### src/rtl/instr_enc_pkg.sv
// instr_enc_pkg: shared constants and types for instr_stream_encoder.
//  - ENC_CLASS_*    : micro-op class codes (3 bits, all eight codes used)
//  - ALUCTRL_*      : control-unit ALU codes, same values as alu_control_def.v
//  - OPC_* / F3_* / F7_* : RV32I/M opcode and function-field constants
//  - fifo_entry_t   : buffered encoded word plus end-of-program marker
//  - enc_state_e    : write FSM states
package instr_enc_pkg;

  localparam int INSTR_W = 32;

  // micro-op classes
  localparam logic [2:0] ENC_CLASS_R      = 3'd0;
  localparam logic [2:0] ENC_CLASS_I_CALC = 3'd1;
  localparam logic [2:0] ENC_CLASS_LOAD   = 3'd2;
  localparam logic [2:0] ENC_CLASS_STORE  = 3'd3;
  localparam logic [2:0] ENC_CLASS_BRANCH = 3'd4;
  localparam logic [2:0] ENC_CLASS_JAL    = 3'd5;
  localparam logic [2:0] ENC_CLASS_JALR   = 3'd6;
  localparam logic [2:0] ENC_CLASS_AUIPC  = 3'd7;

  // ALU control codes; MUL..REMU must stay consecutive (f3 = code - MUL)
  localparam logic [4:0] ALUCTRL_ADD    = 5'd0;
  localparam logic [4:0] ALUCTRL_SUB    = 5'd1;
  localparam logic [4:0] ALUCTRL_SLL    = 5'd2;
  localparam logic [4:0] ALUCTRL_SLT    = 5'd3;
  localparam logic [4:0] ALUCTRL_SLTU   = 5'd4;
  localparam logic [4:0] ALUCTRL_XOR    = 5'd5;
  localparam logic [4:0] ALUCTRL_SRL    = 5'd6;
  localparam logic [4:0] ALUCTRL_SRA    = 5'd7;
  localparam logic [4:0] ALUCTRL_OR     = 5'd8;
  localparam logic [4:0] ALUCTRL_AND    = 5'd9;
  localparam logic [4:0] ALUCTRL_MUL    = 5'd10;
  localparam logic [4:0] ALUCTRL_MULH   = 5'd11;
  localparam logic [4:0] ALUCTRL_MULHSU = 5'd12;
  localparam logic [4:0] ALUCTRL_MULHU  = 5'd13;
  localparam logic [4:0] ALUCTRL_DIV    = 5'd14;
  localparam logic [4:0] ALUCTRL_DIVU   = 5'd15;
  localparam logic [4:0] ALUCTRL_REM    = 5'd16;
  localparam logic [4:0] ALUCTRL_REMU   = 5'd17;
  localparam logic [4:0] ALUCTRL_BEQ    = 5'd18;
  localparam logic [4:0] ALUCTRL_BNE    = 5'd19;
  localparam logic [4:0] ALUCTRL_BLT    = 5'd20;
  localparam logic [4:0] ALUCTRL_BGE    = 5'd21;
  localparam logic [4:0] ALUCTRL_BLTU   = 5'd22;
  localparam logic [4:0] ALUCTRL_BGEU   = 5'd23;
  localparam logic [4:0] ALUCTRL_JAL    = 5'd24;
  localparam logic [4:0] ALUCTRL_JALR   = 5'd25;
  localparam logic [4:0] ALUCTRL_AUIPC  = 5'd26;
  localparam logic [4:0] ALUCTRL_NOP    = 5'd31;

  // opcodes
  localparam logic [6:0] OPC_OP     = 7'b0110011;
  localparam logic [6:0] OPC_OP_IMM = 7'b0010011;
  localparam logic [6:0] OPC_LOAD   = 7'b0000011;
  localparam logic [6:0] OPC_STORE  = 7'b0100011;
  localparam logic [6:0] OPC_BRANCH = 7'b1100011;
  localparam logic [6:0] OPC_JAL    = 7'b1101111;
  localparam logic [6:0] OPC_JALR   = 7'b1100111;
  localparam logic [6:0] OPC_AUIPC  = 7'b0010111;

  // funct3 / funct7
  localparam logic [2:0] F3_ADD  = 3'b000;
  localparam logic [2:0] F3_SLL  = 3'b001;
  localparam logic [2:0] F3_SLT  = 3'b010;
  localparam logic [2:0] F3_SLTU = 3'b011;
  localparam logic [2:0] F3_XOR  = 3'b100;
  localparam logic [2:0] F3_SR   = 3'b101;
  localparam logic [2:0] F3_OR   = 3'b110;
  localparam logic [2:0] F3_AND  = 3'b111;
  localparam logic [2:0] F3_WORD = 3'b010;
  localparam logic [2:0] F3_BEQ  = 3'b000;
  localparam logic [2:0] F3_BNE  = 3'b001;
  localparam logic [2:0] F3_BLT  = 3'b100;
  localparam logic [2:0] F3_BGE  = 3'b101;
  localparam logic [2:0] F3_BLTU = 3'b110;
  localparam logic [2:0] F3_BGEU = 3'b111;
  localparam logic [6:0] F7_BASE   = 7'h00;
  localparam logic [6:0] F7_ALT    = 7'h20;
  localparam logic [6:0] F7_MULDIV = 7'h01;

  typedef struct packed {
    logic              last;
    logic [INSTR_W-1:0] word;
  } fifo_entry_t;

  typedef struct packed {
    logic       ok;
    logic       alt;   // funct7 = 0x20 (SUB/SRA)
    logic [2:0] f3;
  } op_dec_t;

  typedef enum logic [1:0] {ST_IDLE, ST_WRITE, ST_STALL, ST_DONE} enc_state_e;

  // base-ISA ALU ops shared by OP and OP-IMM
  function automatic op_dec_t alu_decode(input logic [4:0] c);
    op_dec_t d;
    d = '{ok: 1'b1, alt: 1'b0, f3: F3_ADD};
    case (c)
      ALUCTRL_ADD:  d.f3 = F3_ADD;
      ALUCTRL_SUB:  begin d.f3 = F3_ADD; d.alt = 1'b1; end
      ALUCTRL_SLL:  d.f3 = F3_SLL;
      ALUCTRL_SLT:  d.f3 = F3_SLT;
      ALUCTRL_SLTU: d.f3 = F3_SLTU;
      ALUCTRL_XOR:  d.f3 = F3_XOR;
      ALUCTRL_SRL:  d.f3 = F3_SR;
      ALUCTRL_SRA:  begin d.f3 = F3_SR; d.alt = 1'b1; end
      ALUCTRL_OR:   d.f3 = F3_OR;
      ALUCTRL_AND:  d.f3 = F3_AND;
      default:      d.ok = 1'b0;
    endcase
    return d;
  endfunction

  function automatic op_dec_t branch_decode(input logic [4:0] c);
    op_dec_t d;
    d = '{ok: 1'b1, alt: 1'b0, f3: F3_BEQ};
    case (c)
      ALUCTRL_BEQ:  d.f3 = F3_BEQ;
      ALUCTRL_BNE:  d.f3 = F3_BNE;
      ALUCTRL_BLT:  d.f3 = F3_BLT;
      ALUCTRL_BGE:  d.f3 = F3_BGE;
      ALUCTRL_BLTU: d.f3 = F3_BLTU;
      ALUCTRL_BGEU: d.f3 = F3_BGEU;
      default:      d.ok = 1'b0;
    endcase
    return d;
  endfunction

  function automatic logic is_muldiv(input logic [4:0] c);
    return (c >= ALUCTRL_MUL) && (c <= ALUCTRL_REMU);
  endfunction

  function automatic logic [2:0] muldiv_f3(input logic [4:0] c);
    logic [4:0] d;
    d = c - ALUCTRL_MUL;
    return d[2:0];
  endfunction

endpackage

### src/rtl/instr_enc_fifo.sv
// instr_enc_fifo: synchronous FIFO of encoded words.
//  clk, rst_n (sync, active-low) | push, push_data | pop | head (entry at read
//  pointer), nxt_word (word one behind head, lets the writer stream back-to-back)
//  | full, empty, count. Push while full and pop while empty are ignored.
module instr_enc_fifo
  import instr_enc_pkg::*;
#(
  parameter  int DEPTH = 4,
  localparam int PTR_W = $clog2(DEPTH)
) (
  input  logic               clk,
  input  logic               rst_n,
  input  logic               push,
  input  fifo_entry_t        push_data,
  input  logic               pop,
  output fifo_entry_t        head,
  output logic [INSTR_W-1:0] nxt_word,
  output logic               full,
  output logic               empty,
  output logic [PTR_W:0]     count
);

  fifo_entry_t      mem [DEPTH];
  logic [PTR_W-1:0] wr_ptr, rd_ptr, rd_ptr_nxt;
  logic             do_push, do_pop;

  assign full       = (count == (PTR_W+1)'(DEPTH));
  assign empty      = (count == '0);
  assign do_push    = push && !full;
  assign do_pop     = pop && !empty;
  assign rd_ptr_nxt = rd_ptr + 1'b1;
  assign head       = mem[rd_ptr];
  assign nxt_word   = mem[rd_ptr_nxt].word;

  always_ff @(posedge clk) begin
    if (!rst_n) begin
      wr_ptr <= '0;
      rd_ptr <= '0;
      count  <= '0;
    end else begin
      if (do_push) wr_ptr <= wr_ptr + 1'b1;
      if (do_pop)  rd_ptr <= rd_ptr_nxt;
      case ({do_push, do_pop})
        2'b10:   count <= count + 1'b1;
        2'b01:   count <= count - 1'b1;
        default: ;
      endcase
    end
  end

  // storage needs no reset: pointers alone define validity
  always_ff @(posedge clk) begin
    if (do_push) mem[wr_ptr] <= push_data;
  end

endmodule

### src/rtl/instr_stream_encoder.sv
// instr_stream_encoder: encodes decoded micro-ops into RV32I/M words, buffers
// them and streams them into an instruction-memory write port.
//  clk, rst_n (sync, active-low)
//  in_valid/in_ready, in_class, in_aluctrl, in_rd/rs1/rs2, in_imm, in_last : micro-op in
//  mem_wen, mem_addr, mem_wdata, mem_stall : IMEM write port (request held while stalled)
//  err_illegal (1-cycle pulse), err_count (saturating), busy, done
// Build option: define INSTR_ENC_RVM_EN to accept MUL..REMU in class R;
// otherwise those codes are rejected as illegal.
module instr_stream_encoder
  import instr_enc_pkg::*;
#(
  parameter int BITS       = 32,
  parameter int ADDR_W     = 12,
  parameter int FIFO_DEPTH = 4,
  parameter int BASE_ADDR  = 0
) (
  input  logic              clk,
  input  logic              rst_n,
  input  logic              in_valid,
  output logic              in_ready,
  input  logic [2:0]        in_class,
  input  logic [4:0]        in_aluctrl,
  input  logic [4:0]        in_rd,
  input  logic [4:0]        in_rs1,
  input  logic [4:0]        in_rs2,
  input  logic [BITS-1:0]   in_imm,
  input  logic              in_last,
  output logic              mem_wen,
  output logic [ADDR_W-1:0] mem_addr,
  output logic [BITS-1:0]   mem_wdata,
  input  logic              mem_stall,
  output logic              err_illegal,
  output logic [7:0]        err_count,
  output logic              busy,
  output logic              done
);

  localparam int CNT_W = $clog2(FIFO_DEPTH) + 1;

  enc_state_e         state;
  op_dec_t            ad, bd;
  logic [INSTR_W-1:0] enc_word;
  logic               enc_illegal;
  logic               accept, push, pop, more;
  logic               last_drop;   // an illegal in_last was seen; finish once drained
  fifo_entry_t        push_entry, fifo_head;
  logic [INSTR_W-1:0] fifo_nxt_word, next_word;
  logic               fifo_full, fifo_empty;
  logic [CNT_W-1:0]   fifo_count;
  logic               unused_imm;

  assign unused_imm = ^in_imm[BITS-1:21];

  // ---------------- encoder ----------------
  always_comb begin
    ad          = alu_decode(in_aluctrl);
    bd          = branch_decode(in_aluctrl);
    enc_word    = '0;
    enc_illegal = 1'b0;
    case (in_class)
      ENC_CLASS_R: begin
        if (ad.ok)
          enc_word = {ad.alt ? F7_ALT : F7_BASE, in_rs2, in_rs1, ad.f3, in_rd, OPC_OP};
`ifdef INSTR_ENC_RVM_EN
        else if (is_muldiv(in_aluctrl))
          enc_word = {F7_MULDIV, in_rs2, in_rs1, muldiv_f3(in_aluctrl), in_rd, OPC_OP};
`endif
        else
          enc_illegal = 1'b1;
      end
      ENC_CLASS_I_CALC: begin
        if (!ad.ok || in_aluctrl == ALUCTRL_SUB)
          enc_illegal = 1'b1;
        else if (ad.f3 == F3_SLL || ad.f3 == F3_SR)
          enc_word = {1'b0, ad.alt, 5'b0, in_imm[4:0], in_rs1, ad.f3, in_rd, OPC_OP_IMM};
        else
          enc_word = {in_imm[11:0], in_rs1, ad.f3, in_rd, OPC_OP_IMM};
      end
      ENC_CLASS_LOAD: begin
        if (in_aluctrl != ALUCTRL_ADD) enc_illegal = 1'b1;
        else enc_word = {in_imm[11:0], in_rs1, F3_WORD, in_rd, OPC_LOAD};
      end
      ENC_CLASS_STORE: begin
        if (in_aluctrl != ALUCTRL_ADD) enc_illegal = 1'b1;
        else enc_word = {in_imm[11:5], in_rs2, in_rs1, F3_WORD, in_imm[4:0], OPC_STORE};
      end
      ENC_CLASS_BRANCH: begin
        if (!bd.ok || in_imm[0]) enc_illegal = 1'b1;
        else enc_word = {in_imm[12], in_imm[10:5], in_rs2, in_rs1, bd.f3,
                         in_imm[4:1], in_imm[11], OPC_BRANCH};
      end
      ENC_CLASS_JAL: begin
        if (in_aluctrl != ALUCTRL_JAL || in_imm[0]) enc_illegal = 1'b1;
        else enc_word = {in_imm[20], in_imm[10:1], in_imm[11], in_imm[19:12], in_rd, OPC_JAL};
      end
      ENC_CLASS_JALR: begin
        if (in_aluctrl != ALUCTRL_JALR) enc_illegal = 1'b1;
        else enc_word = {in_imm[11:0], in_rs1, 3'b000, in_rd, OPC_JALR};
      end
      ENC_CLASS_AUIPC: begin
        // in_imm carries the 20-bit upper-immediate value itself
        if (in_aluctrl != ALUCTRL_AUIPC) enc_illegal = 1'b1;
        else enc_word = {in_imm[19:0], in_rd, OPC_AUIPC};
      end
      default: enc_illegal = 1'b1;
    endcase
  end

  // ---------------- buffer ----------------
  assign in_ready   = !fifo_full && (state != ST_DONE);
  assign accept     = in_valid && in_ready;
  assign push       = accept && !enc_illegal;
  assign push_entry = '{last: in_last, word: enc_word};

  // a held request completes on any edge where it is not stalled
  assign pop  = (state == ST_WRITE || state == ST_STALL) && !mem_stall;
  // something left after this pop; with a single entry the follower is the word being pushed
  assign more      = (fifo_count > CNT_W'(1)) || push;
  assign next_word = (fifo_count > CNT_W'(1)) ? fifo_nxt_word : enc_word;

  instr_enc_fifo #(.DEPTH(FIFO_DEPTH)) u_fifo (
    .clk       (clk),
    .rst_n     (rst_n),
    .push      (push),
    .push_data (push_entry),
    .pop       (pop),
    .head      (fifo_head),
    .nxt_word  (fifo_nxt_word),
    .full      (fifo_full),
    .empty     (fifo_empty),
    .count     (fifo_count)
  );

  assign busy = !fifo_empty || mem_wen;
  assign done = (state == ST_DONE);

  // ---------------- write FSM ----------------
  always_ff @(posedge clk) begin
    if (!rst_n) begin
      state       <= ST_IDLE;
      mem_wen     <= 1'b0;
      mem_addr    <= ADDR_W'(BASE_ADDR);
      mem_wdata   <= '0;
      err_illegal <= 1'b0;
      err_count   <= '0;
      last_drop   <= 1'b0;
    end else begin
      err_illegal <= accept && enc_illegal;
      if (accept && enc_illegal) begin
        if (err_count != 8'hFF) err_count <= err_count + 8'd1;
        if (in_last) last_drop <= 1'b1;
      end
      case (state)
        ST_IDLE: begin
          if (!fifo_empty) begin
            mem_wen   <= 1'b1;
            mem_wdata <= BITS'(fifo_head.word);
            state     <= ST_WRITE;
          end else if (last_drop) begin
            state <= ST_DONE;
          end
        end
        ST_WRITE, ST_STALL: begin
          if (mem_stall) begin
            state <= ST_STALL;   // outputs hold
          end else begin
            mem_addr <= mem_addr + ADDR_W'(4);   // wraps modulo 2^ADDR_W
            if (fifo_head.last) begin
              mem_wen <= 1'b0;
              state   <= ST_DONE;
            end else if (more) begin
              mem_wdata <= BITS'(next_word);
              state     <= ST_WRITE;
            end else begin
              mem_wen <= 1'b0;
              state   <= ST_IDLE;
            end
          end
        end
        ST_DONE: ;
        default: state <= ST_IDLE;
      endcase
    end
  end

endmodule

### config.mk
export PLATFORM = sky130hd
export DESIGN_NAME = instr_stream_encoder
export DESIGN_NICKNAME = d
export VERILOG_FILES = /design/src/rtl/instr_enc_pkg.sv /design/src/rtl/instr_enc_fifo.sv /design/src/rtl/instr_stream_encoder.sv
export SDC_FILE = /design/constraint.sdc
export NUM_CORES = 1
export LEC_CHECK = 0
export CAP_MARGIN = 10
export CORE_MARGIN = 4
export CORE_UTILIZATION = 45
export DETAILED_ROUTE_END_ITERATION = 10
export DONT_BUFFER_PORTS = 1
export MAX_ROUTING_LAYER = met4
export PLACE_DENSITY = 0.59
export SETUP_SLACK_MARGIN = 0.1
export SYNTH_ARGS = -nofsm -noshare
export SYNTH_HDL_FRONTEND = slang
export SYNTH_HIERARCHICAL = 1
export SYNTH_SLANG_ARGS = --single-unit
### constraint.sdc
create_clock -name clk -period 3.6 [get_ports clk]
set_input_delay 0.72 -clock clk [delete_from_list [all_inputs] [get_ports clk]]
set_output_delay 0.72 -clock clk [all_outputs]
set_load 0.02 [all_outputs]
After elaboration in Yosys (flattened, before gate mapping):

Memories as Yosys holds them, arrays and structs flattened. A register that Yosys moved wholly into a read port is not among the register bits.
Cells that the tools add are included.

* flip-flop bits (word level): 64
* bits in latches: 0
* RAM bits: 132
* bits in read-only memories: 0
* input port bits: 60
* word-level logic and storage cells: 145
* memories kept: 1

* add/subtract/negate cells: 6
* $mul: 0
* div/mod/pow operators: 0
* $lt $le $gt $ge: 1
* equal/unequal tests: 41
* shift operators: 0
* mux-type cells: 46
* bitwise operators: 1
* reductions and logical operators: 39

Memory list
* u_fifo.mem: words 4, bits a word 33, rd ports 2, clocked after memory_dff 1, write ports 1, RTL line instr_enc_fifo.sv:23 `fifo_entry_t mem [DEPTH];`

Operator list (number)
* $mux 32: 13
* $pmux 32 s8: 1
* $pmux 32 s2: 1
* $mux 31: 1
* $eq 5x5->1 const B: 6
* $pmux 3 s7: 1
* $eq 5x3->1 const B: 4
* $eq 3x3->1 const B: 6
* $mux 1: 17
* $ne 5x5->1 const B: 3
* $pmux 3 s5: 1
* $add 12x3->12 const B: 1
* $mux 2: 6
* $eq 5x2->1 const B: 2
* $eq 5x4->1 const B: 2
* $ne 2x2->1 const B: 5
* $reduce_or 10->1: 1
* $add 8x1->8 const B: 1
* $ne 8x8->1 const B: 1
* $reduce_and 2->1: 4
* $reduce_or 2->1: 4
* $logic_and 1x1->1: 7
* $logic_or 1x1->1: 7
* $pmux 1 s7: 1
* other kinds (24): 38

Longest topological paths before layout:

Gate-level depths: netlist (run 1).

* depth after elaboration: 14
* depth in mapped cells: 15
* gate-level depth less buffers: 13

Cells and area by module:

The synthesis (run 1) kept the hierarchy.

By module, submodules not included
* instr_enc_fifo: times used 1, cells each 267, area an instance 6105.9 um^2
* instr_stream_encoder: times used 1, cells each 531, area an instance 4092.7 um^2

Worst setup path before layout (run 1):

No wires, ideal clock.

* path kind: in2reg
* from: input in_aluctrl[3]
* to: register u_fifo.count[2]
* arrival: 3400 ps
* required time: 3530 ps
* slack: 130 ps
* stages on the path: 15
* path through: buf_4 nor3_2 nand3_1 and2_1 o31ai_2 inv_1 nor2b_1 buf_2 inv_2 ha_1 inv_1 fa_1 xor2_1 or3_1 a21boi_1

* cells in the longest elaborated chain, start to end: 12
* elaborated cells on any way between the ends: 44
* those cells by class: eq/ne: 20; mux: 11; reduce/logical: 13

Ends and longest elaborated chain
* from (decl): RTL line instr_stream_encoder.sv:22 `input logic [4:0] in_aluctrl,`
* $eq 5x1->1, or another cell as far along: RTL line instr_enc_pkg.sv:98, instr_stream_encoder.sv:72
* $reduce_or 10->1 (no line) or $reduce_or 6->1 (tied branches)
* $mux 1 (on tied branches): RTL line instr_enc_pkg.sv:98, instr_enc_pkg.sv:117
* $logic_not 1->1 (on tied branches): RTL line instr_stream_encoder.sv:72, instr_stream_encoder.sv:88
* $logic_or 1x1->1 (on tied branches): RTL line instr_stream_encoder.sv:72, instr_stream_encoder.sv:88
* $mux 1 (on tied branches): RTL line instr_stream_encoder.sv:72, instr_stream_encoder.sv:88
* $pmux 1 s7 (*): RTL line instr_stream_encoder.sv:60 `case (in_class)`
* $logic_not 1->1 (*): RTL line instr_stream_encoder.sv:112 `assign push = accept && !enc_illegal;`
* $logic_and 1x1->1 (*): RTL line instr_stream_encoder.sv:112
* net push: RTL line instr_stream_encoder.sv:44 `logic accept, push, pop, more;`
* $logic_and 1x1->1 (*): RTL line instr_enc_fifo.sv:29 `assign do_push = push && !full;`
* $eq 2x1->1 or $eq 2x2->1 (tied branches): RTL line instr_enc_fifo.sv:43 `case ({do_push, do_pop})`
* $pmux 3 s2 or $reduce_bool 2->1 (tied branches)
* to (signal assigned): RTL line instr_enc_fifo.sv:44 `2'b10: count <= count + 1'b1;`
* to (signal assigned): RTL line instr_enc_fifo.sv:45 `2'b01: count <= count - 1'b1;`
* to (decl): RTL line instr_enc_fifo.sv:20 `output logic [PTR_W:0] count`

Mark *: on every way through the listed nets, which the timed path passes. The rest lies on a longest branch.
A chain may end at the register's enable or synchronous reset.

Final worst setup path (run 1):

Ends and elaborated chain as after synthesis.

==> results.md, run 1 <==
* Status: finished, final reports clean
* Worst setup EP type: flip-flop
* Die width at 159 µm
* Top post-synthesis cells by count: edfxtp_1 (132), dfxtp_1 (64), nor2_1 (61)
* DIE HEIGHT at 159 µm
* Combinational Power Share at 31.3%
* Setup crit start: in_aluctrl[3]
* Avg WL per Cell at 27.1 µm
* Hold path start: in_last
* Seq pwr share at 41.4%
* Core region area at 22000 µm²
* RSZ-0062 raised after global routing: false
* Share of layout cells above drive strength 1 at 20.3%
* Gpl congestion at 0.965
* Final Hold Viols at 0
* Synth Instances at 798
* Count leader, synth: edfxtp_1
* Num CTS Buffers at 17
* Final TNS setup at 0 ns
* Post-synth top flop: edfxtp_1
* Worst Skew at 0.0123 ns
* Clk pwr share at 27.3%
* Worst Tran Pin Value at 1.19 ns
* Int Power at 0.00435 W
* Vias at 7227
* Vias/cell at 6.68
* Psw at 0.00279 W
* Share of the synthesized area in the top cell type at 38.9%
* DR iter-0 viols at 683
* DRC Markers at 0
* GRT Overall Usage at 24.4%
* Worst Setup Path Type: primary input to flip-flop
* Sequential element share of the synthesized area at 51.4%
* Register bit count reported by yosys at 196
* VDD IR max at 393 µV
* Nets at 857
* Largest net degree at the start of global routing at 53
* Post-route ant nets at 0
* Total Power at 0.00713 W
* Crit share post-route at 85.2%
* CTS tree: yes
* Worst relative slew slack at 20.6%
* Fmax at 0.326 GHz
* Die area at 25100 µm²
* Crit path launch type: primary input
* DP HPWL at 19800 µm
* Static Leak at 3.76 nW
* Max Slew Vio Count at 0
* Starting density of the core at 46.3%
* Max Root-Sink Buffers at 2
* Worst R2R Start: state[1]
* Post-synth EDFFs at 132
* I/O Buffers at 0
* H-tree Lvls at 4
* Final setup fails at 0
* Detailed Route WL at 29400 µm
* Root Driver: clkbuf_16
* Router iterations before antenna repair at 7
* Initial antenna violation count at 2
* Largest area contributor in the netlist: edfxtp_1
* Hold WC Path Type: primary input to flip-flop
* Post-cts resize count at 0
* Fin crit period at 3.07 ns
* Synth Cell Area at 10200 µm²
* CTS sink cnt at 196
* Power density cells at 644 nW/µm²
* Yosys warning count at 6
* Main area contributors after synthesis: edfxtp_1 (39%), mux4_2 (13%), dfxtp_1 (13%)
* Synthesized area per cell at 12.8 µm²
* Clock Pin Slew Worst Setup and Hold Paths at 0.08 ns
* Critical path peak fanout at 11
* Layout area overhead at 8.69%
* Max_cap viols at 0
* Std cell rows at 54
* Global-route wire length before repair at 44500 µm
* Async S/R FF share, synth at 0%
* Number of global-route vias before repair at 7232
* GRT overflow at 0
* Worst skew pair latency at 0.43 ns
* Switching share of power at 39.0%
* Critical path arrival at 3.44 ns
* # Post-CTS Setup Buffers at 0
* Io pins at 117
* CTS hold repair buffers at 0
* Hold WS at 0.376 ns
* Distinct cells, synth at 88
* Req. time, crit path at 3.97 ns
metal layers:
| metal | routed length, µm | GRT usage [%] | up-vias |
|---|---|---|---|
| li1 | - | - | 3169 |
| met1 | 12200 | 32.1 | 3681 |
| met2 | 13900 | 37.3 | 336 |
| met3 | 2670 | 7.01 | 41 |
| met4 | 655 | 6.90 | 0 |
| met5 | 0 | - | - |
worst max-delay path, stage by stage:
cell	delay, ns
nor3_2	0.31
nand3_1	0.15
and2_1	0.23
o31ai_2	0.33
inv_1	0.14
nor2b_1	0.18
inv_2	0.05
ha_1	0.18
inv_1	0.07
fa_1	0.43
xor2_1	0.17
or3_1	0.31
a21boi_1	0.14
path summary, 6_finish.rpt:
kind / end / slack [ns] / cells after the start
max: u_fifo/count[2] / 0.53 / 13
min: u_fifo/mem[1][32] / 0.38 / 0
max reg2reg: u_fifo/count[2] / 0.58 / 14
min reg2reg: last_drop / 0.48 / 2
cell type report:
class	instances	area, µm²
clock buffer	20	478
antenna	2	5.00
multi-input combinational	522	4500
sequential	196	5250
clock inverter	12	126
timing repair buffer	33	310
tap	280	350
inverter	17	63.8
fill	1890	10900
cell usage in the layout (no fill, tap or decap), drive strengths merged, types with 5 or more instances in the layout:
| master | synthesis | routed |
|---|---|---|
| nand3 | 13 | 13 |
| inv | 16 | 26 |
| o21ai | 26 | 26 |
| a221o | 10 | 10 |
| nor3 | 12 | 12 |
| ha | 9 | 9 |
| o211ai | 7 | 7 |
| a21boi | 6 | 6 |
| mux4 | 65 | 65 |
| xor2 | 8 | 8 |
| a221oi | 5 | 5 |
| a211oi | 11 | 11 |
| or3 | 12 | 12 |
| and2 | 10 | 10 |
| clkbuf | 29 | 20 |
| nor2b | 5 | 5 |
| buf | 35 | 33 |
| nor2 | 63 | 63 |
| o31ai | 6 | 6 |
| a211o | 5 | 5 |
| o2bb2ai | 7 | 7 |
| a22oi | 9 | 9 |
| dfxtp | 64 | 64 |
| nand4 | 14 | 14 |
| o211a | 8 | 8 |
| a22o | 7 | 7 |
| o22ai | 10 | 10 |
| edfxtp | 132 | 132 |
| a21oi | 50 | 50 |
| and3 | 13 | 13 |
| nand2 | 46 | 46 |
| a311oi | 8 | 8 |
| or2 | 5 | 5 |
| a21o | 10 | 10 |
flip-flops by register name (all words and copies together) (netlist names), named ones only:
register and count:
err_count 8, err_illegal 1, last_drop 1, mem_addr 10, mem_wdata 32, mem_wen 1
state 2, u_fifo/count 3, u_fifo/mem 132, u_fifo/rd_ptr 2, u_fifo/wr_ptr 2
per-stage QoR:
| step | instance area [µm²] | setup WS (ns) | cells | utilization [%] |
|---|---|---|---|---|
| after floorplan | 10200 | 0.130 | 799 | - |
| after global placement | 10500 | 0.142 | 1048 | 47.6 |
| after detailed placement | 10500 | 0.103 | 1048 | 47.6 |
| after CTS | 11100 | 0.544 | 1080 | 50.3 |
| after global routing | 11100 | 0.406 | 1082 | 50.3 |
| final | 11100 | 0.532 | 1082 | 50.3 |
cell families (layout without fill, tap and decap cells):
| group | Yosys count | after routing | share of synthesized area (%) |
|---|---|---|---|
| flops | 196 | 196 | 51.4 |
| fa+ha+maj | 10 | 10 | 1.30 |
| buf+inv | 81 | 82 | 4.54 |
| other cells | 1 | 4 | 0.0368 |
| simple gates | 217 | 217 | 11.5 |
| mux | 68 | 68 | 14.8 |
| xor+xnor | 12 | 12 | 1.03 |
| compound gates | 213 | 213 | 15.4 |
power groups by stage:
stage          sequential (W)  combinational, W  clock [W]
2_1_floorplan         0.00292           0.00155          0
3_3_place_gp          0.00301           0.00216          0
4_1_cts               0.00297           0.00220    0.00197
3_5_place_dp          0.00302           0.00218          0
6_report              0.00296           0.00223    0.00194
5_1_grt               0.00299           0.00241    0.00206
No activity file was read; power rests on OpenSTA's default activity.
==> inputs of run 2 (changes only) <==
--- a/config.mk
+++ b/config.mk
@@ -9,9 +9,8 @@
 export CORE_MARGIN = 4
 export CORE_UTILIZATION = 45
 export DETAILED_ROUTE_END_ITERATION = 10
-export DONT_BUFFER_PORTS = 1
 export MAX_ROUTING_LAYER = met4
-export PLACE_DENSITY = 0.59
+export PLACE_DENSITY = 0.66
 export SETUP_SLACK_MARGIN = 0.1
 export SYNTH_ARGS = -nofsm -noshare
 export SYNTH_HDL_FRONTEND = slang
==> run 2 against run 1 <==
Compared with the run above:
- core utilization rose by 6.3 points
- routed wire length fell by 0.31%
- combinational power rose by 31%
- critical path depth rose by 2
==> results.md, run 2 (synthesized netlist as in run 1, its figures left out) <==
* RSZ-0062 raised after global routing: false
* H-tree Lvls at 4 (unchanged)
* Worst relative slew slack at 52.5% (+32 points)
* Largest register FFs at 132 (unchanged)
* Int Power at 0.00476 W (+9.5%)
* Worst Tran Pin Value at 0.712 ns (-0.477 ns)
* Worst Skew at 0.0114 ns (-0.000956 ns)
* Placed cells at 1192 (+14%)
* CTS sink cnt at 196 (unchanged)
* Pre-CTS setup slack at -0.487 ns (-0.590 ns)
* Root Driver: clkbuf_16
* Max Slew Vio Count at 0 (unchanged)
* Starting density of the core at 46.3% (unchanged)
* Final Hold Viols at 0 (unchanged)
* Die area at 25100 µm² (unchanged)
* Clk pwr share at 25.9% (-1.4 points)
* VDD IR max at 399 µV (+1.4%)
* Psw at 0.00288 W (+3.3%)
* Vias at 7639 (+5.7%)
* Layout area overhead at 22.4%
* Largest net degree at the start of global routing at 45 (-15%)
* Largest regs: u_fifo/mem: 132 flops, mem_wdata: 32 flops, mem_addr: 10 flops
* Initial antenna violation count at 0 (-2)
* Std cell rows at 54 (unchanged)
* Num CTS Buffers at 17 (unchanged)
* Combinational Power Share at 38.4% (+7.1 points)
* Design area at 12500 µm² (+13%)
* Clock Pin Slew Worst Setup and Hold Paths at 0.08 ns (about the same)
* Gpl congestion at 1.01 (+5.1%)
* Nets at 1002 (+17%)
* R2R setup slack at 0.78 ns (+0.20 ns)
* Worst R2R Start: state[1]
* GRT overflow at 0 (unchanged)
* Avg WL per Cell at 23.9 µm (-12%)
* # diodes at 0 (-2)
* Commonest cells after routing, fill and taps aside: edfxtp_1 (132), clkdlybuf4s50_1 (99), buf_4 (68), dfxtp_1 (61)
* Share of layout cells above drive strength 1 at 21.7% (+1.4 points)
* Setup crit start: in_class[2]
* Reg2reg end: u_fifo/count[2]
* Worst R2R Path Depth at 11 (-3)
* DR iter-0 viols at 775 (+13%)
* Fmax at 0.298 GHz (-8.6%)
* Crit share post-route at 93.3% (+8.0 points)
* Most common cell after layout, fill and taps aside: edfxtp_1
* Die width at 159 µm (unchanged)
* I/O Buffers at 103 (+103)
* Req. time, crit path at 3.98 ns (about the same)
* Max Root-Sink Buffers at 2 (unchanged)
* Vias/cell at 6.24 (-6.6%)
* Crit path launch type: primary input
* Status: finished, final reports clean
* Io pins at 117 (unchanged)
* Number of global-route vias before repair at 7367 (+1.9%)
* Worst setup EP type: flip-flop
* Switching share of power at 37.7% (-1.4 points)
* Cell Count, Final, Fillers Out at 1225 (+13%)
* Seq pwr share at 35.8% (-5.6 points)
* DRC Markers at 0 (unchanged)
* Worst Setup Path Type: primary input to flip-flop
* Global-route wire length before repair at 44600 µm (+0.22%)
* Core region area at 22000 µm² (unchanged)
* Post-route ant nets at 0 (unchanged)
* DIE HEIGHT at 159 µm (unchanged)
* Fin crit period at 3.36 ns (+0.289 ns)
* CTS tree: yes
* Final setup fails at 0 (unchanged)
* DP HPWL at 20600 µm (+3.8%)
* Power density cells at 612 nW/µm² (-4.9%)
* Critical Path Sink: u_fifo/count[2]
* Area after DPL at 11800 µm² (+13%)
* Critical path arrival at 3.73 ns (+0.29 ns)
* Final Util at 56.7% (+6.3 points)
* Total Power at 0.00764 W (+7.1%)
* Final WS setup at 0.243 ns (-0.289 ns)
* Router iterations before antenna repair at 7 (unchanged)
* Hold WC Path Type: flip-flop to flip-flop
* Worst skew pair latency at 0.44 ns (about the same)
* Max_cap viols at 0 (unchanged)
* CTS hold repair buffers at 0 (unchanged)
* Critical path peak fanout at 5 (-6)
* Static Leak at 4.38 nW (+17%)
* Detailed Route WL at 29300 µm (-0.31%)
* GRT Overall Usage at 24.5% (+0.061 points)
* Top reg by flops: u_fifo/mem
[run 2: cell count changes in the layout (fill, tap and decap cells not counted), moves of 2 or more]
cell / delta
buf_12: +2
clkbuf_8: -2
clkinv_8: +3
dlymetal6s2s_1: +2
inv_6: +2
clkdlybuf4s50_1: +99
buf_4: +40
diode_2: -2
[run 2: worst max-delay path: stages]
cell and delay [ns]:
clkdlybuf4s50_1 0.50, buf_4 0.15, or4b_1 0.16, nor2_2 0.05, or3_4 0.36, o31ai_4 0.23, inv_1 0.08, nor2b_1 0.16
inv_2 0.06, ha_1 0.15, inv_1 0.07, fa_1 0.43, xor2_1 0.16, or3_1 0.31, a21boi_1 0.14
[run 2: timing repair]
item,4_1_cts,5_1_grt
pin swaps,0,0
resized for setup,2,3
buffers inserted,1,0
endpoints found under the setup margin,1,1
[run 2: worst min-delay path by stage]
stage	startpoint	end	slack, ns	depth (start not counted)
after CTS	mem_wdata[7]	mem_wdata[7]	0.49	2
after floorplan	last_drop	last_drop	0.43	2
after global placement	last_drop	last_drop	0.47	2
final	mem_wdata[7]	mem_wdata[7]	0.49	2
after global routing	mem_wdata[7]	mem_wdata[7]	0.51	2
after detailed placement	mem_wdata[7]	mem_wdata[7]	0.47	2
[run 2: metrics by stage]
stage          hold slack, ns  TNS (ns)
3_3_place_gp            0.466    -0.659
6_report                0.488         0
5_1_grt                 0.509         0
4_1_cts                 0.486         0
3_5_place_dp            0.475    -0.881
2_1_floorplan           0.429         0
[run 2: cell type report]
class                   instances  area (µm²)
clock buffers                  17         425
clock inverters                15         198
fillers                      1802        9540
inverters                      17        63.8
multi-input cells             522        4520
flip-flops and latches        196        5250
well taps                     280         350
repair buffers                178        1680
[run 2: metal layers]
metal / up-vias / routed length (µm) / GRT usage, %
li1: 3455 / - / -
met3: 37 / 1970 / 4.19
met1: 3811 / 12700 / 34.1
met5: - / 0 / -
met2: 336 / 14100 / 37.7
met4: 0 / 523 / 6.26
[run 2: power groups by stage]
stage	Combinational, W	Sequential [W]	Clock (W)
after floorplan	0.00155	0.00292	0
after global placement	0.00291	0.00279	0
after detailed placement	0.00291	0.00278	0
after CTS	0.00292	0.00274	0.00201
after global routing	0.00314	0.00275	0.00211
final	0.00293	0.00273	0.00198
==> inputs of run 3 (changes only) <==
--- a/config.mk
+++ b/config.mk
@@ -12,6 +12,7 @@
 export MAX_ROUTING_LAYER = met4
 export PLACE_DENSITY = 0.66
 export SETUP_SLACK_MARGIN = 0.1
+export SKIP_LAST_GASP = 1
 export SYNTH_ARGS = -nofsm -noshare
 export SYNTH_HDL_FRONTEND = slang
 export SYNTH_HIERARCHICAL = 1
==> results of run 3 <==
The final DEF is identical to that of run 2; final timing and power are the same.
